`src/rtl/matriz_pkg.sv`:
```
// Shared constants, FSM state type and size-code helper for the matrix loader.
package matriz_pkg;

    localparam int unsigned LARGURA_ELEM   = 8;
    localparam int unsigned N_MAX          = 5;
    localparam int unsigned LARGURA_MATRIZ = N_MAX * N_MAX * LARGURA_ELEM;

    localparam logic [1:0] TAM_2X2 = 2'b00;
    localparam logic [1:0] TAM_3X3 = 2'b01;
    localparam logic [1:0] TAM_4X4 = 2'b10;
    localparam logic [1:0] TAM_5X5 = 2'b11;

    typedef enum logic [1:0] {
        OCIOSO,
        CARREGANDO,
        PRONTO
    } estado_t;

    function automatic logic [4:0] total_elem(input logic [1:0] tamanho);
        logic [4:0] t;
        case (tamanho)
            TAM_2X2: t = 5'd4;
            TAM_3X3: t = 5'd9;
            TAM_4X4: t = 5'd16;
            default: t = 5'd25;
        endcase
        return t;
    endfunction

endpackage

```
`src/rtl/matriz_carregador.sv`:
```
// Packs a row-major byte stream of signed elements into the matrix bus consumed
// by determinante, and holds it behind a valid/ready handshake.
module matriz_carregador
    import matriz_pkg::*;
#(
    parameter int unsigned LARGURA_ELEM = matriz_pkg::LARGURA_ELEM,
    parameter int unsigned N_MAX        = matriz_pkg::N_MAX
) (
    input  logic                                   clk,
    input  logic                                   rst_n,
    input  logic                                   inicio,
    input  logic [1:0]                             tamanho,
    input  logic                                   abortar,
    input  logic [LARGURA_ELEM-1:0]                dado,
    input  logic                                   dado_valid,
    output logic                                   dado_ready,
    output logic [N_MAX*N_MAX*LARGURA_ELEM-1:0]    matriz,
    output logic [1:0]                             sinalizador,
    output logic                                   saida_valid,
    input  logic                                   saida_ready,
    output logic                                   erro,
    output logic [4:0]                             contagem
);

    localparam int unsigned LM = N_MAX * N_MAX * LARGURA_ELEM;

    estado_t         estado_q, estado_d;
    logic [LM-1:0]   matriz_q, matriz_d;
    logic [1:0]      sinal_q, sinal_d;
    logic [4:0]      cont_q, cont_d;
    logic            erro_q, erro_d;

    always_ff @(posedge clk or negedge rst_n) begin
        if (!rst_n) begin
            estado_q <= OCIOSO;
            matriz_q <= '0;
            sinal_q  <= '0;
            cont_q   <= '0;
            erro_q   <= 1'b0;
        end else begin
            estado_q <= estado_d;
            matriz_q <= matriz_d;
            sinal_q  <= sinal_d;
            cont_q   <= cont_d;
            erro_q   <= erro_d;
        end
    end

    // Abort dominates; a start is only honoured in OCIOSO or when PRONTO hands off.
    always_comb begin
        estado_d = estado_q;
        matriz_d = matriz_q;
        sinal_d  = sinal_q;
        cont_d   = cont_q;
        erro_d   = 1'b0;
        if (abortar) begin
            estado_d = OCIOSO;
            matriz_d = '0;
            sinal_d  = '0;
            cont_d   = '0;
        end else begin
            case (estado_q)
                OCIOSO: begin
                    if (inicio) begin
                        estado_d = CARREGANDO;
                        sinal_d  = tamanho;
                        matriz_d = '0;
                        cont_d   = '0;
                    end
                end
                CARREGANDO: begin
                    if (inicio) erro_d = 1'b1;
                    if (dado_valid) begin
                        matriz_d = {matriz_q[LM-LARGURA_ELEM-1:0], dado};
                        cont_d   = cont_q + 5'd1;
                        if (cont_q == total_elem(sinal_q) - 5'd1) estado_d = PRONTO;
                    end
                end
                PRONTO: begin
                    if (saida_ready) begin
                        if (inicio) begin
                            estado_d = CARREGANDO;
                            sinal_d  = tamanho;
                            matriz_d = '0;
                            cont_d   = '0;
                        end else begin
                            estado_d = OCIOSO;
                        end
                    end else if (inicio) begin
                        erro_d = 1'b1;
                    end
                end
                default: estado_d = OCIOSO;
            endcase
        end
    end

    always_comb begin
        dado_ready  = (estado_q == CARREGANDO);
        saida_valid = (estado_q == PRONTO);
    end

    assign matriz      = matriz_q;
    assign sinalizador = sinal_q;
    assign contagem    = cont_q;
    assign erro        = erro_q;

endmodule
```
`config.mk`:
```
export PLATFORM = sky130hd
export DESIGN_NAME = matriz_carregador
export DESIGN_NICKNAME = d
export VERILOG_FILES = /design/src/rtl/matriz_pkg.sv /design/src/rtl/matriz_carregador.sv
export SDC_FILE = /design/constraint.sdc
export NUM_CORES = 1
export LEC_CHECK = 0
export CAP_MARGIN = 20
export CORE_ASPECT_RATIO = 0.6
export CORE_MARGIN = 3
export CORE_UTILIZATION = 29
export CTS_CLUSTER_DIAMETER = 50
export DETAILED_ROUTE_END_ITERATION = 8
export HOLD_SLACK_MARGIN = 0.1
export PLACE_DENSITY = 0.54
export SLEW_MARGIN = 20
export SYNTH_ARGS = -nofsm -noshare
export SYNTH_HDL_FRONTEND = slang
export SYNTH_SLANG_ARGS = --single-unit
```
`constraint.sdc`:
```
create_clock -name clk -period 2 [get_ports clk]
set_input_delay 0.4 -clock clk [delete_from_list [all_inputs] [get_ports clk]]
set_output_delay 0.4 -clock clk [all_outputs]
set_load 0.03 [all_outputs]
```
## Word level (Yosys, flattened, before mapping)

Cells that the tools add are included.

- Register bits: 210
- Latch bits: 0
- Memory bits (writable): 0
- ROM bits: 0
- Input port bits: 16
- Output and inout port bits: 210
- Logic and storage cells: 52
- Memories kept: 0

- $add $sub $neg: 2
- $mul: 0
- Divide/modulo/power cells: 0
- Magnitude comparators: 0
- Eq/ne operators: 9
- Shift-type cells: 0
- Muxes and demuxes: 29
- Bitwise gates (word level): 0
- Reduce and logical (&&, ||, !) cells: 7

Operators by type and width:

| operator | number |
|---|---|
| 2-to-1 mux 200 bit | 4 |
| one-hot mux 200 bit (3 select lines) | 1 |
| 2-to-1 mux 5 bit | 7 |
| one-hot mux 5 bit (3 select lines) | 2 |
| 2-to-1 mux 2 bit | 8 |
| inequality test 3 x 2 -> 1 bit (second input constant) | 2 |
| inequality test 3 bit (second input constant) | 2 |
| one-hot mux 2 bit (3 select lines) | 1 |
| adder 5 x 1 -> 5 bit (second input constant) | 1 |
| equality test 5 bit | 1 |
| subtractor 5 x 1 -> 5 bit (second input constant) | 1 |
| equality test 2 x 1 -> 1 bit (second input constant) | 2 |
| equality test 2 bit (second input constant) | 2 |
| logical NOT 2 bit | 2 |
| 2-to-1 mux 1 bit | 4 |
| one-hot mux 2 bit (2 select lines) | 1 |
| AND reduction 4 bit | 1 |
| nonzero test 4 bit | 1 |
| AND reduction 3 bit | 1 |
| nonzero test 3 bit | 1 |
| one-hot mux 1 bit (2 select lines) | 1 |
| AND reduction 2 bit | 1 |

## Depth between registers and ports, before layout

- Depth after elaboration: 11
- Mapped depth: 9
- Depth with buffers taken out: 6

## Least setup slack after synthesis

No wires, ideal clock.

- Path type: register -> register
- Start: reg estado_q[0]
- End: reg matriz_q[10], in the netlist matriz[10]
- Library setup time: 121 ps
- Data arrival time: 1978 ps
- Required time: 1879 ps
- Setup slack: -99 ps
- Stages on the path, launching flop included: 10
- Path buffers: 3
- Clock period less this slack: 2099 ps
- Cell sequence: dfrtp_1 -> inv_1 -> ha_1 -> o21ai_1 -> and3_4 -> or2_1 -> buf_2 -> buf_6 -> buf_6 -> a22o_1

- Word-level cells in the longest chain between the ends: 3
- Elaborated cells on any way between the ends: 9
- Those cells by class: eq/ne (4); mux (2); reduce/logical (3)

RTL lines:

| element | line | source |
|---|---|---|
| start: declaration | matriz_carregador.sv:27 | `estado_t estado_q, estado_d;` |
| start signal: assignment | matriz_carregador.sv:41 | `estado_q <= estado_d;` |
| equality test 2 bit (*) | -- |  |
| net saida_valid | matriz_carregador.sv:19 | `output logic saida_valid,` |
| inequality test 3 x 2 -> 1 bit (no source line) (tied with other cells) | -- |  |
| AND reduction 3 bit (no source line) / 2-to-1 mux 200 bit (equally long branches) | -- |  |
| end signal: assignment | matriz_carregador.sv:42 | `matriz_q <= matriz_d;` |
| end: declaration | matriz_carregador.sv:28 | `logic [LM-1:0] matriz_q, matriz_d;` |

The timed path passes the listed nets; every way through them passes the cells marked *.
A chain may end at the register's enable or synchronous reset.

## Worst setup path after layout

- Start: reg matriz_q[129], in the netlist matriz[129]
- End: out matriz[129]

RTL lines:

| element | line | source |
|---|---|---|
| end: declaration | matriz_carregador.sv:17 | `output logic [N_MAX*N_MAX*LARGURA_ELEM-1:0] matriz,` |

No word-level cell between the ends.

==> metrics.txt <==
HP Class in -> async; cells on worst reg2reg path 8; nets 779; DR vias/cell 5.03; CP bufs+invs 1; setup violators final 0; Seq/Total Area, Yosys 67.8%; clock-pin slew on the worst setup and hold paths 0.06 ns; site row count 45; clk root buf clkbuf_16; DIE HEIGHT 133 µm; Routability Congestion 0.828; CP arrival 1.57 ns; startpoint types flop; Max Buffers Root-to-Sink 3; 1st-pass router iterations 4; initial antenna violation count 0; share of cells above drive strength 1 11.9%; synth warn 0; Fillers 2389; Clk Latency, worst-skew pair 0.50 ns; Via Count 5662; Critical Path RT 1.60 ns; crit path kind reg -> out; Post-DP HPWL 15400 µm; H-Tree Level Count 1; die extent in x 217 µm; R2R Setup Slk 0.05 ns; Static Leak 6.71 nW; syn avg cell area 15.0 µm²; first-pass GRT wire length 35100 µm; Layout Skew 0.0147 ns; #FFs+latches synth 210; CP top delay family buffers and inverters; CTS tree built; TritonCTS Buffers 21; Total Routing Usage GR 15.1%; PD cells 901 mW/mm²; Synth top area share 67.8%; largest net degree at the start of global routing 72; run status completed; Die ar. 0.0288 mm²; WL/cell 20.7 µm; crit path max fanout 3; Crit Reg-Reg Startpoint estado_q[1]$_DFFE_PN0P_; syn nets 538; Max Cap Violations 0; Synth cell types 36; post-route ant nets 0; Post-Synthesis Cells 517; slew at the pin closest to its max-slew limit 0.490 ns; synthesis-to-finish area growth 47.0%; crit-path cells clkdlybuf4s50_1; Fin. Hold Viols 0; vias in the first global route 5657; RR Endpoint matriz[97]$_DFFE_PN0P_; setup TNS 0 ns; final hold slack 0.448 ns; IO Count 226; Critical Path End Type output port; initial core utilization 30.1%; fin. max-slew vios 0; Area contributors post-synth dfrtp_1 (68%), a22o_1 (23%), buf_6 (2.8%), ha_1 (0.81%), clkbuf_1 (0.68%); clock sink count 210; largest area contributor in the netlist dfrtp_1; CP max stage cell clkdlybuf4s50_1; Total Routed Length 23300 µm; Iter 0 DRT Violations 386; total congestion overflow 0; maximum clock frequency 0.507 GHz; Worst path max stage delay 0.69 ns; Worst VDD drop 0.000404 V; Max-slew headroom 67.3%; drt drc 0; Core ar. 0.0258 mm²; Syn Std Cell Area 0.00775 mm²; Tmin final 1.97 ns; PortBufs 225; Tcrit/Tclk final 98.6%
==> timing repair <==
item	in CTS	in global routing
pin swaps	0	4
resized for setup	145	61
cloned	1	4
buffers inserted	1	8
hold buffers	1	0
hold endpoints to repair	54	0
endpoints found under the setup margin	243	237
==> metrics by stage <==
stage               std cells  utilization [%]  cell area [µm²]  setup slack [ns]  power, W
floorplan                 517                -             7760           0.00449   0.00556
global placement         1072             40.6            10500            -0.146   0.00589
detailed placement       1072             40.6            10500            -0.190   0.00594
CTS                      1112             42.9            11100          0.000284    0.0100
global route             1124             44.2            11400          -0.00185    0.0107
finish                   1125             44.2            11400            0.0289    0.0103
==> per-layer routing <==
metal / GRT usage (%) / vias to the layer above / part of all wire [%]
li1: - / 2492 / -
met1: 22.4 / 2962 / 49
met2: 21.5 / 182 / 42
met3: 5.28 / 26 / 8.2
met4: 2.64 / 0 / 1.5
met5: 0 / - / 0
==> registers in the layout, summed over array words and instances (netlist names) <==
name and count:
erro 1, matriz 200, estado_q 2, contagem 5, sinalizador 2
==> cells by family (layout without fill, tap and decap cells) <==
logic type	Yosys count	in the layout	share of synthesized area, %
buffers and inverters	54	309	4.65
xor gates and xnor gates	1	1	0.113
other	0	1	0
muxes	4	4	0.549
DFF	210	210	67.8
AOI/OAI and AO/OA	219	219	24.3
adders and majority gates	5	5	0.807
and+or+nand+nor	24	24	1.82
==> worst max path at each step <==
stage,depth (start not counted),slack (ns),end,start
after floorplan,9,0.004,matriz[10]$_DFFE_PN0P_,estado_q[0]$_DFFE_PN0P_
after global placement,6,-0.15,matriz[113]$_DFFE_PN0P_,dado_valid
after detailed placement,6,-0.19,matriz[130]$_DFFE_PN0P_,abortar
after CTS,1,0.0003,matriz[91],matriz[91]$_DFFE_PN0P_
after global routing,8,-0.002,matriz[65]$_DFFE_PN0P_,estado_q[0]$_DFFE_PN0P_
final,1,0.03,matriz[129],matriz[129]$_DFFE_PN0P_
==> layout by cell type (no fill, tap or decap), drive strengths merged, types with 2 or more instances in the layout <==
| cell type | netlist | final |
|---|---|---|
| a22o | 201 | 201 |
| a21oi | 2 | 2 |
| o21ai | 3 | 3 |
| o31ai | 3 | 3 |
| a31oi | 4 | 4 |
| clkinv | 0 | 6 |
| ha | 5 | 5 |
| clkbuf | 14 | 31 |
| clkdlybuf4s50 | 0 | 37 |
| and3 | 2 | 2 |
| mux2 | 2 | 2 |
| inv | 6 | 8 |
| a211oi | 2 | 2 |
| nor2 | 3 | 3 |
| dlygate4sd2 | 0 | 135 |
| clkdlybuf4s15 | 0 | 2 |
| nand2 | 3 | 3 |
| dlymetal6s2s | 0 | 50 |
| nand2b | 8 | 8 |
| nand3 | 2 | 2 |
| mux2i | 2 | 2 |
| buf | 34 | 38 |
| dfrtp | 210 | 210 |
==> where the power goes <==
| group | switching (W) | leakage [nW] | internal, W |
|---|---|---|---|
| Clock | 0.00165 | 0.344 | 0.00226 |
| Combinational | 0.00123 | 3.44 | 0.000771 |
| Sequential | 0.0000615 | 2.93 | 0.00430 |
==> Yosys cell counts <==
master / count
a211oi_1: 2
a21oi_1: 2
a22o_1: 201
a31oi_1: 4
a32o_1: 1
a41oi_1: 1
and3_1: 1
and3_4: 1
and4_1: 1
buf_1: 5
buf_2: 9
buf_4: 1
buf_6: 19
clkbuf_1: 14
dfrtp_1: 210
ha_1: 5
inv_1: 5
inv_2: 1
mux2_1: 1
mux2_2: 1
mux2i_1: 2
nand2_1: 3
nand2b_1: 8
nand3_1: 2
nand4_1: 1
nor2_1: 3
nor3_1: 1
nor4_1: 1
nor4b_1: 1
o21a_1: 1
o21ai_0: 2
o21ai_1: 1
o31ai_1: 3
o41ai_1: 1
or2_1: 1
xnor2_1: 1
==> cell type report <==
cell class | instances | area [µm²] | area share (%)
clock buffers | 28 | 602 | 5.28
well taps | 352 | 440 | 3.87
inverters | 6 | 25.0 | 0.220
flip-flops and latches | 210 | 5260 | 46.1
repair buffers | 266 | 2790 | 24.5
multi-input cells | 253 | 2190 | 19.2
diodes | 1 | 2.50 | 0.0220
clock inverters | 9 | 88.8 | 0.780
(Power assumes the default switching activity.)
